==> config.mk <==
export PLATFORM = sky130hd
export DESIGN_NAME = hashout_xor_packer_flat
export DESIGN_NICKNAME = d
export VERILOG_FILES = /design/src/rtl/hashout_xor_packer_if.sv /design/src/rtl/hashout_xor_packer.sv /design/src/flat_wrapper.sv
export SDC_FILE = /design/constraint.sdc
export NUM_CORES = 1
export LEC_CHECK = 0
export BUFFER_PORTS_ARGS = -buffer_cell sky130_fd_sc_hd__buf_2
export CAP_MARGIN = 20
export CORE_AREA = 2 2 164 166
export DETAILED_ROUTE_END_ITERATION = 7
export DIE_AREA = 0 0 166 168
export PLACE_DENSITY = 0.7
export SLEW_MARGIN = 20
export SYNTH_ARGS = -nofsm -noshare
export SYNTH_HDL_FRONTEND = slang
export SYNTH_SLANG_ARGS = --single-unit
export TNS_END_PERCENT = 5
==> constraint.sdc <==
create_clock -name clk -period 2 [get_ports clk]
set_input_delay 0.3 -clock clk [delete_from_list [all_inputs] [get_ports clk]]
set_output_delay 0.3 -clock clk [all_outputs]
set_load 0.02 [all_outputs]
==> src/rtl/hashout_xor_packer_if.sv <==
// Bundles the two read-side FIFO ports and the packed-word output of the XOR packer.
// master is the packer side; slave is the FIFO/Keccak environment side.
interface hashout_xor_packer_if #(
    parameter int BEATS = 4,
    parameter int DW    = 64
);
    logic                  hashout_empty;
    logic [DW-1:0]         hashout_dout;
    logic                  hashout_re;
    logic                  prehash_empty;
    logic [DW-1:0]         prehash_dout;
    logic                  prehash_re;
    logic                  out_valid;
    logic                  out_ready;
    logic [BEATS*DW-1:0]   out_data;
    logic [31:0]           frame_cnt;

    modport master (
        input  hashout_empty, hashout_dout, prehash_empty, prehash_dout, out_ready,
        output hashout_re, prehash_re, out_valid, out_data, frame_cnt
    );

    modport slave (
        output hashout_empty, hashout_dout, prehash_empty, prehash_dout, out_ready,
        input  hashout_re, prehash_re, out_valid, out_data, frame_cnt
    );
endinterface

==> src/rtl/hashout_xor_packer.sv <==
// Pops BEATS product/pre-hash word pairs in lockstep from two non-FWFT FIFOs,
// XORs each pair into a lane and presents the packed word on valid/ready.
//   state | meaning
//   FILL  | issue paired reads, capture XOR beats into lanes
//   OUT   | packed word valid, hold until downstream accepts
module hashout_xor_packer #(
    parameter int BEATS = 4,
    parameter int DW    = 64
) (
    input  logic clk,
    input  logic rst,
    hashout_xor_packer_if.master bus
);
    localparam int CW = $clog2(BEATS + 1);
    localparam logic [CW-1:0] BEATS_C = CW'(BEATS);
    localparam logic [CW-1:0] LAST_C  = CW'(BEATS - 1);

    typedef enum logic {FILL, OUT} state_t;

    state_t                    state_q, state_d;
    logic [CW-1:0]             issue_cnt_q, issue_cnt_d;
    logic [CW-1:0]             cap_cnt_q, cap_cnt_d;
    logic                      rd_q;
    logic [BEATS-1:0][DW-1:0]  lanes_q, lanes_d;
    logic [31:0]               frame_cnt_q, frame_cnt_d;
    logic                      rd_en;

    always_ff @(posedge clk) begin
        if (!rst) begin
            state_q     <= FILL;
            issue_cnt_q <= '0;
            cap_cnt_q   <= '0;
            rd_q        <= 1'b0;
            lanes_q     <= '0;
            frame_cnt_q <= '0;
        end else begin
            state_q     <= state_d;
            issue_cnt_q <= issue_cnt_d;
            cap_cnt_q   <= cap_cnt_d;
            rd_q        <= rd_en;
            lanes_q     <= lanes_d;
            frame_cnt_q <= frame_cnt_d;
        end
    end

    always_comb begin
        // rst gating keeps the FIFOs untouched during the reset cycle itself
        rd_en       = rst && (state_q == FILL) && !bus.hashout_empty &&
                      !bus.prehash_empty && (issue_cnt_q < BEATS_C);
        state_d     = state_q;
        issue_cnt_d = issue_cnt_q;
        cap_cnt_d   = cap_cnt_q;
        lanes_d     = lanes_q;
        frame_cnt_d = frame_cnt_q;

        unique case (state_q)
            FILL: begin
                if (rd_en) begin
                    issue_cnt_d = issue_cnt_q + 1'b1;
                end
                if (rd_q) begin
                    for (int k = 0; k < BEATS; k++) begin
                        if (cap_cnt_q == CW'(k)) begin
                            lanes_d[k] = bus.hashout_dout ^ bus.prehash_dout;
                        end
                    end
                    if (cap_cnt_q == LAST_C) begin
                        state_d     = OUT;
                        issue_cnt_d = '0;
                        cap_cnt_d   = '0;
                    end else begin
                        cap_cnt_d = cap_cnt_q + 1'b1;
                    end
                end
            end
            OUT: begin
                if (bus.out_ready) begin
                    frame_cnt_d = frame_cnt_q + 32'd1;
                    state_d     = FILL;
                end
            end
            default: state_d = FILL;
        endcase
    end

    assign bus.hashout_re = rd_en;
    assign bus.prehash_re = rd_en;
    assign bus.out_valid  = (state_q == OUT);
    assign bus.out_data   = lanes_q;
    assign bus.frame_cnt  = frame_cnt_q;
endmodule

==> src/flat_wrapper.sv <==
// flat-port wrapper written by rule: the top's interface ports become plain ports
module hashout_xor_packer_flat 
#(
    parameter int BEATS = 4,
    parameter int DW    = 64
)
  (clk, rst, bus_hashout_empty, bus_hashout_dout, bus_prehash_empty, bus_prehash_dout, bus_out_ready, bus_hashout_re, bus_prehash_re, bus_out_valid, bus_out_data, bus_frame_cnt);
  hashout_xor_packer_if #(.BEATS(BEATS), .DW(DW)) bus_i ();
  input  logic clk;
  input  logic rst;
  input wire logic [$bits(bus_i.hashout_empty)-1:0] bus_hashout_empty;
  input wire logic [$bits(bus_i.hashout_dout)-1:0] bus_hashout_dout;
  input wire logic [$bits(bus_i.prehash_empty)-1:0] bus_prehash_empty;
  input wire logic [$bits(bus_i.prehash_dout)-1:0] bus_prehash_dout;
  input wire logic [$bits(bus_i.out_ready)-1:0] bus_out_ready;
  output wire logic [$bits(bus_i.hashout_re)-1:0] bus_hashout_re;
  output wire logic [$bits(bus_i.prehash_re)-1:0] bus_prehash_re;
  output wire logic [$bits(bus_i.out_valid)-1:0] bus_out_valid;
  output wire logic [$bits(bus_i.out_data)-1:0] bus_out_data;
  output wire logic [$bits(bus_i.frame_cnt)-1:0] bus_frame_cnt;
  assign bus_i.hashout_empty = bus_hashout_empty;
  assign bus_i.hashout_dout = bus_hashout_dout;
  assign bus_i.prehash_empty = bus_prehash_empty;
  assign bus_i.prehash_dout = bus_prehash_dout;
  assign bus_i.out_ready = bus_out_ready;
  assign bus_hashout_re = bus_i.hashout_re;
  assign bus_prehash_re = bus_i.prehash_re;
  assign bus_out_valid = bus_i.out_valid;
  assign bus_out_data = bus_i.out_data;
  assign bus_frame_cnt = bus_i.frame_cnt;
  hashout_xor_packer #(.BEATS(BEATS), .DW(DW)) u_core (.clk(clk), .rst(rst), .bus(bus_i));
endmodule
# Word level (Yosys, flattened, before mapping)
# Index checks and enable logic that the tools add are counted.
[totals]
elab_cells = 39
input_bits = 133
register_bits = 296
[classes]
eq_ne = 3
n_reduce_logical = 13
order_cmp = 1
mux = 8
n_addsub = 3
n_bitwise = 2
[op_table]
columns = ["op", "count"]
rows = [
  ["64-bit bitwise XOR", 1],
  ["32-bit by 1-bit adder with 32-bit output (second input constant)", 1],
  ["3-bit two-way mux", 4],
  ["3-bit AND reduction", 4],
  ["3-bit by 1-bit adder with 3-bit output (second input constant)", 2],
  ["3-bit by 2-bit == test with 1-bit output (second input constant)", 2],
  ["1-bit logical AND", 4],
  ["2-bit AND reduction", 2],
  ["3-bit by 1-bit == test with 1-bit output (second input constant)", 1],
  ["3-bit logical NOT", 1],
  ["3-bit less-than comparator (second input constant)", 1],
  ["1-bit two-way mux", 3],
  ["1-bit logical NOT", 2],
  ["1-bit one-hot mux with 2 select lines", 1],
  ["1-bit NOT", 1],
]

# Longest topological paths before layout
# Gate-level depths: netlist of the first run.
[logic_depth]
word_depth = 8
depth_mapped = 7
depth_no_buf = 5

# Worst setup path after synthesis of the first run
# No wires, ideal clock.
[synth_path]
path_kind = "register to output"
from = "register u_core.state_q (netlist: u_core.bus.out_valid)"
to = "output port bus_prehash_re"
n_path_buf = 1
path_stages_with_launch = 3
arrival_time_ps = 1933
path_slack_ps = -233
path_cell_list = "dfxtp_1 > nor4b_1 > buf_4"
[synth_via]
elab_chain_len = 5
[synth_rtl]
columns = ["item", "line", "rtl"]
rows = [
  ["start, declared", "hashout_xor_packer.sv:20", "state_t state_q, state_d;"],
  ["start signal, assigned", "hashout_xor_packer.sv:37", "state_q <= state_d;"],
  ["1-bit NOT", "hashout_xor_packer.sv:48", "rd_en = rst && (state_q == FILL) && !bus.hashout_empty &&"],
  ["1-bit logical AND (3 in a row)", "hashout_xor_packer.sv:48", ""],
  ["1-bit logical AND", "hashout_xor_packer.sv:49", "!bus.prehash_empty && (issue_cnt_q < BEATS_C);"],
  ["end, declared", "flat_wrapper.sv:17", "output wire logic [$bits(bus_i.prehash_re)-1:0] bus_prehash_re;"],
]
# No other way between the ends.

# Worst setup path after layout of the first run
[layout_path]
from = "register u_core.frame_cnt_q[4] (netlist: u_core.bus.frame_cnt[4])"
to = "register u_core.frame_cnt_q[15] (netlist: u_core.bus.frame_cnt[15])"
[layout_via]
elab_chain_len = 1
[layout_rtl]
columns = ["item", "line", "rtl"]
rows = [
  ["start, declared", "hashout_xor_packer.sv:25", "logic [31:0] frame_cnt_q, frame_cnt_d;"],
  ["start signal, assigned", "hashout_xor_packer.sv:42", "frame_cnt_q <= frame_cnt_d;"],
  ["32-bit by 1-bit adder with 32-bit output", "hashout_xor_packer.sv:78", "frame_cnt_d = frame_cnt_q + 32'd1;"],
]
# No other way between the ends.
# A chain may end at the register's enable or synchronous reset.

==> flow_metrics.env, run 1 <==
export IMPL_synth_area_mux_share_pct=0.0916
export IMPL_viasPerCell=5.12
export IMPL_place_congestion=0.854
export IMPL_synth_top_area_share_pct=54.2
export IMPL_path_clk_slew_ns=0.06
export IMPL_grt_overflow=0
export IMPL_grt_start_max_net_pins=152
export IMPL_synth_edf_count=0
export IMPL_clock_tree_buffer_depth=3
export IMPL_ys_ff_latch=296
export IMPL_die_area_um2=27900
export IMPL_vias=9833
export IMPL_num_rows=60
export IMPL_drtPass1Iterations=5
export IMPL_r2r_worst_path_cells=5
export IMPL_synthSimpleGateAreaFrac_pct=14.6
export IMPL_io_pin_count=424
export IMPL_synth_top_family_by_area="compound AO/OA/AOI/OAI gates"
export IMPL_fin_crit_sh_pct=95.1
export IMPL_synth_flop_cell="dfxtp_1"
export IMPL_maxSlewHeadroom_pct=49.5
export IMPL_track_usage_pct=22.5
export IMPL_synth_cell_types=41
export IMPL_setup_slack_ns=0.0973
export IMPL_clockRootBuffer="clkbuf_16"
export IMPL_path_cells="nand3_2 -> buf_4 -> or3_1 -> or4_2 -> a21oi_1"
export IMPL_antenna_found_initial=0
export IMPL_p_leak_nw=6.06
export IMPL_rrSetupSlack_ns=0.1
export IMPL_cts_hold_buf=0
export IMPL_synth_compound_area_share_pct=20.3
export IMPL_tns_ns=0
export IMPL_grt_pass1_vias=9472
export IMPL_die_x_um=166
export IMPL_synth_cells=1149
export IMPL_grt_pass1_wl_mm=51.5
export IMPL_hold_end="u_core.rd_q$_SDFF_PN0_"
export IMPL_io_buffers=423
export IMPL_maxCapViolCount=0
export IMPL_hold_path_class="in -> reg"
export IMPL_reg2reg_from="u_core.bus.frame_cnt[4]$_SDFFE_PN0P_"
export IMPL_slowest_stage="or4_2"
export IMPL_cts_tree="built"
export IMPL_wl_mm=32.9
export IMPL_synthTopCellsByCount="dfxtp_1 (296), nor2_1 (273), a211oi_1 (256)"
export IMPL_cp_arrival_ns=2.38
export IMPL_async_flop_share_pct=0
export IMPL_drtIter0Drc=609
export IMPL_syn_to_final_growth_pct=34.8
export IMPL_drive_gt1_share_pct=34.3
export IMPL_yosys_warnings=0
export IMPL_post_cts_buffers=0
export IMPL_drc=0
export IMPL_yosysSeqAreaShare_pct=54.2
export IMPL_htree_levels=1
export IMPL_rr_endpoint="u_core.bus.frame_cnt[15]$_SDFFE_PN0P_"
export IMPL_synthTopCellsByArea="dfxtp_1 (54%), a211oi_1 (18%), nor2_1 (9.4%)"
export IMPL_cts_made_buffers=31
export IMPL_diodes=0
export IMPL_routedWlPerCell_um=17.1
export IMPL_critPathKind="reg -> reg"
export IMPL_insertion_delay_ns=0.55
export IMPL_peakVddDrop_uv=660
export IMPL_fmax_mhz=526
export IMPL_crit_fanout=8
export IMPL_drtAntennaViolNets=0
export IMPL_worst_slew_pin_slew_ns=0.757
export IMPL_dp_hpwl_mm=23.6
export IMPL_final_nets=1693
export IMPL_rsz0062_at_grt="no"
export IMPL_core_area_um2=26400
export IMPL_max_stage_delay_ns=0.56
export IMPL_syn_avg_cell_area_um2=9.51
export IMPL_yosysMostFrequentCell="dfxtp_1"
export IMPL_synth_xor_area_share_pct=6.01
export IMPL_status="finished clean"
export IMPL_setup_violations=0
export IMPL_end_kind="flip-flop"
export IMPL_period_needed_ns=1.90
export IMPL_min_path_cells=3
export IMPL_start_util_pct=41.5
export IMPL_synth_fa_ha_area_share_pct=0.687
export IMPL_required_ns=2.47
export IMPL_fin_worst_skew_ns=0.0141
export IMPL_pre_cts_ws_ns=0.0634
export IMPL_min_from="bus_prehash_empty"
export IMPL_cts_sinks=296
export IMPL_worst_setup_path_start_kind="flip-flop"
export IMPL_finalHoldViolations=0
export IMPL_whs_ns=0.0740
export IMPL_syn_num_nets=1288
export IMPL_p_per_area_nw_per_um2=877
export IMPL_die_h_um=168
export IMPL_yosys_area_top_type="dfxtp_1"
export IMPL_drv_slew=0
export IMPL_netlist_area_um2=10900
-- flip-flops by register name, summed over array words and instances, names as in the netlist --
| name | count |
|---|---|
| u_core.bus.frame_cnt | 32 |
| u_core.bus.out_data | 256 |
| u_core.bus.out_valid | 1 |
| u_core.cap_cnt_q | 3 |
| u_core.issue_cnt_q | 3 |
| u_core.rd_q | 1 |
-- worst max path at each step --
stage                                            endpoint  depth (start not counted)  slack [ns]                                   from
CTS                                        bus_hashout_re                          3       0.007        u_core.bus.out_valid$_SDFF_PN0_
finish              u_core.bus.frame_cnt[15]$_SDFFE_PN0P_                          5         0.1   u_core.bus.frame_cnt[4]$_SDFFE_PN0P_
floorplan           u_core.bus.frame_cnt[31]$_SDFFE_PN0P_                          5      -0.004  u_core.bus.frame_cnt[12]$_SDFFE_PN0P_
global placement    u_core.bus.frame_cnt[31]$_SDFFE_PN0P_                          4        0.11  u_core.bus.frame_cnt[14]$_SDFFE_PN0P_
detailed placement  u_core.bus.frame_cnt[30]$_SDFFE_PN0P_                          5        0.06  u_core.bus.frame_cnt[14]$_SDFFE_PN0P_
global route        u_core.bus.frame_cnt[15]$_SDFFE_PN0P_                          5        0.02   u_core.bus.frame_cnt[4]$_SDFFE_PN0P_
-- layer usage --
metal  global-route usage, %  vias to the layer above  share of wire (%)
li1                        -                     4929                  -
met1                    27.5                     4506                 41
met2                    37.5                      334                 47
met3                    6.93                       64                8.6
met4                    8.54                        0                3.5
met5                       0                        -                  0
-- cell families (layout without fill, tap and decap cells) --
kind of cell             Yosys count  count (layout)
XOR/XNOR                          75              75
AND/OR/NAND/NOR                  362             362
AO/OA/AOI/OAI                    303             303
adder cells (fa/ha/maj)            6               6
flip-flops                       296             296
buffers and inverters            106             536
multiplexers                       1               1
-- worst max-delay path, delay by kind of cell (launching register included) --
family	cells	cell delay, ns
flip-flops	1	0.41
AO/OA/AOI/OAI	1	0.15
AND/OR/NAND/NOR	3	1.11
buffers and inverters	1	0.16
-- final cells by class --
cell class,instances,area [um2]
well taps,341,427
clock buffers,46,952
multi-input cells,747,4610
fillers,2386,11600
clock inverters,12,121
flip-flops and latches,296,5930
repair buffers,470,2650
inverters,8,37.5
-- cell usage in the layout, fill, tap and decap left out, types with 13 or more instances in the layout --
cell type	n
a211oi_1	256
a21oi_1	24
buf_12	14
buf_2	423
buf_4	33
clkbuf_16	31
dfxtp_1	296
nand2_1	13
nand4_1	13
nor2_1	273
o31ai_1	16
or4_1	14
xnor2_1	71
-- through the flow --
stage,std cells,power [mW],instance area (um2),utilization (%)
6_report,1920,12.9,14700,55.9
5_1_grt,1920,13.4,14700,55.9
4_1_cts,1920,13.0,14700,55.7
3_5_place_dp,1862,7.17,13600,51.7
3_3_place_gp,1862,7.15,13600,51.7
2_1_floorplan,1149,6.73,10900,-
-- power breakdown --
part,internal (mW),total (mW),switching [mW]
registers,5.99,6.04,0.0496
clock network,3.54,5.87,2.33
logic,0.354,1.00,0.646
total,9.89,12.9,3.03
-- repair_timing --
action | 4_1_cts | 5_1_grt
resized for setup | 0 | 7
endpoints found under the setup margin | 0 | 72
endpoints found under the hold margin | 0 | 0
Note: power is estimated with default switching activity, not from simulation.
==> run 2, diff against run 1 <==
- CTS_BUF_LIST: default -> sky130_fd_sc_hd__clkbuf_2 sky130_fd_sc_hd__clkbuf_4 sky130_fd_sc_hd__clkbuf_8
- CTS_CLUSTER_DIAMETER: default -> 80
==> flow_metrics.env, run 2 (synthesis results as in run 1) <==
export IMPL_status="finished clean"
export IMPL_final_nets=1710
export IMPL_grt_overflow=0
export IMPL_hold_path_class="in -> reg"
export IMPL_wl_met3_mm=2.73
export IMPL_die_h_um=168
export IMPL_diodes=0
export IMPL_final_util_pct=55.5
export IMPL_drv_slew=0
export IMPL_cts_resized=0
export IMPL_clock_tree_buffer_depth=3
export IMPL_insertion_delay_ns=0.55
export IMPL_finalHoldViolations=0
export IMPL_vias=9924
export IMPL_place_congestion=0.854
export IMPL_fin_crit_sh_pct=96.6
export IMPL_start_util_pct=41.5
export IMPL_die_area_um2=27900
export IMPL_drive_gt1_share_pct=35.3
export IMPL_critPathKind="reg -> reg"
export IMPL_cts_hold_buf=0
export IMPL_maxCapViolCount=0
export IMPL_maxSlewHeadroom_pct=52.1
export IMPL_drt_met1_wl_mm=13.5
export IMPL_die_x_um=166
export IMPL_peakVddDrop_uv=589
export IMPL_dp_hpwl_mm=23.6
export IMPL_drtPass1Iterations=4
export IMPL_worst_setup_path_start_kind="flip-flop"
export IMPL_setup_slack_ns=0.0676
export IMPL_pre_cts_ws_ns=0.0634
export IMPL_drc=0
export IMPL_multi_input_area_um2=4600
export IMPL_seq_area_um2=5930
export IMPL_p_per_area_nw_per_um2=844
export IMPL_period_needed_ns=1.93
export IMPL_clockRootBuffer="clkbuf_8"
export IMPL_antenna_found_initial=0
export IMPL_track_usage_pct=22.8
export IMPL_final_common_cell="buf_2"
export IMPL_post_cts_buffers=0
export IMPL_cp_arrival_ns=2.40
export IMPL_htree_levels=2
export IMPL_viasPerCell=5.11
export IMPL_num_rows=60
export IMPL_cts_tree="built"
export IMPL_instances_no_fill=1941
export IMPL_dp_cells=1862
export IMPL_cts_sinks=296
export IMPL_fin_worst_skew_ns=0.0206
export IMPL_io_pin_count=424
export IMPL_core_area_um2=26400
export IMPL_path_clk_slew_ns=0.06
export IMPL_required_ns=2.46
export IMPL_fmax_mhz=517
export IMPL_placed_cell_area_um2=13600
export IMPL_worst_slew_pin_slew_ns=0.719
export IMPL_crit_fanout=8
export IMPL_p_leak_nw=6.05
export IMPL_grt_start_max_net_pins=152
export IMPL_grt_pass1_wl_mm=51.7
export IMPL_fill_cells=2415
export IMPL_syn_to_final_growth_pct=33.8
export IMPL_final_cell_mix="buf_2 (423), dfxtp_1 (296), nor2_1 (273)"
export IMPL_drtAntennaViolNets=0
export IMPL_io_buffers=423
export IMPL_top_layer="met4"
export IMPL_tns_ns=0
export IMPL_routedWlPerCell_um=16.9
export IMPL_setup_violations=0
export IMPL_drtIter0Drc=587
export IMPL_end_kind="flip-flop"
export IMPL_largest_register_ffs=256
export IMPL_design_area_um2=14600
export IMPL_cts_made_buffers=48
export IMPL_wl_mm=32.9
export IMPL_wl_met2_mm=15.5
export IMPL_grt_pass1_vias=9558
[run 2: changes by cell type in the layout (fill, tap and decap cells not counted)]
cell        change
nor3b_2         +2
clkbuf_4       +11
clkbuf_1        -3
clkinv_2        -3
clkinvlp_4      -2
clkbuf_16      -31
bufinv_16       -2
nor3b_4         -2
clkbuf_8       +51
[run 2: routing by layer]
metal	vias up	GRT usage, %
li1	4963	-
met1	4527	27.5
met5	-	0
met3	76	7.19
met4	0	8.43
met2	358	38.1
[run 2: final timing paths]
check                                                            from                                    end  slack [ns]  depth (start not counted)
worst max-delay path             u_core.bus.frame_cnt[4]$_SDFFE_PN0P_  u_core.bus.frame_cnt[15]$_SDFFE_PN0P_        0.07                          5
worst min-delay path                                bus_prehash_empty                 u_core.rd_q$_SDFF_PN0_        0.08                          3
worst max register to register   u_core.bus.frame_cnt[4]$_SDFFE_PN0P_  u_core.bus.frame_cnt[15]$_SDFFE_PN0P_        0.07                          5
worst min register to register  u_core.bus.frame_cnt[27]$_SDFFE_PN0P_  u_core.bus.frame_cnt[27]$_SDFFE_PN0P_        0.49                          2
[run 2: power breakdown]
group | internal (mW) | switching (mW)
Sequential | 6.00 | 0.0494
Combinational | 0.353 | 0.642
Clock | 3.00 | 2.29
[run 2: cell type report]
class                           instances  share of cell area [%]
Timing Repair Buffer                  470                    18.1
Sequential cell                       296                    40.5
Inverter                                8                   0.257
Clock buffer                           74                    6.50
Multi-Input combinational cell        747                    31.5
Tap cell                              341                    2.92
Clock inverter                          5                   0.214
[run 2: critical path, stage by stage (launching register included)]
cell	delay, ns
dfxtp_1	0.41
nand3_2	0.13
buf_4	0.16
or3_1	0.45
or4_2	0.56
a21oi_1	0.15
[run 2: through the flow]
step                      power, mW  hold slack [ns]
after floorplan                6.73            0.445
after global placement         7.15            0.464
after detailed placement       7.17            0.461
after CTS                      12.5           0.0447
after global routing           12.8           0.0614
final                          12.3           0.0813
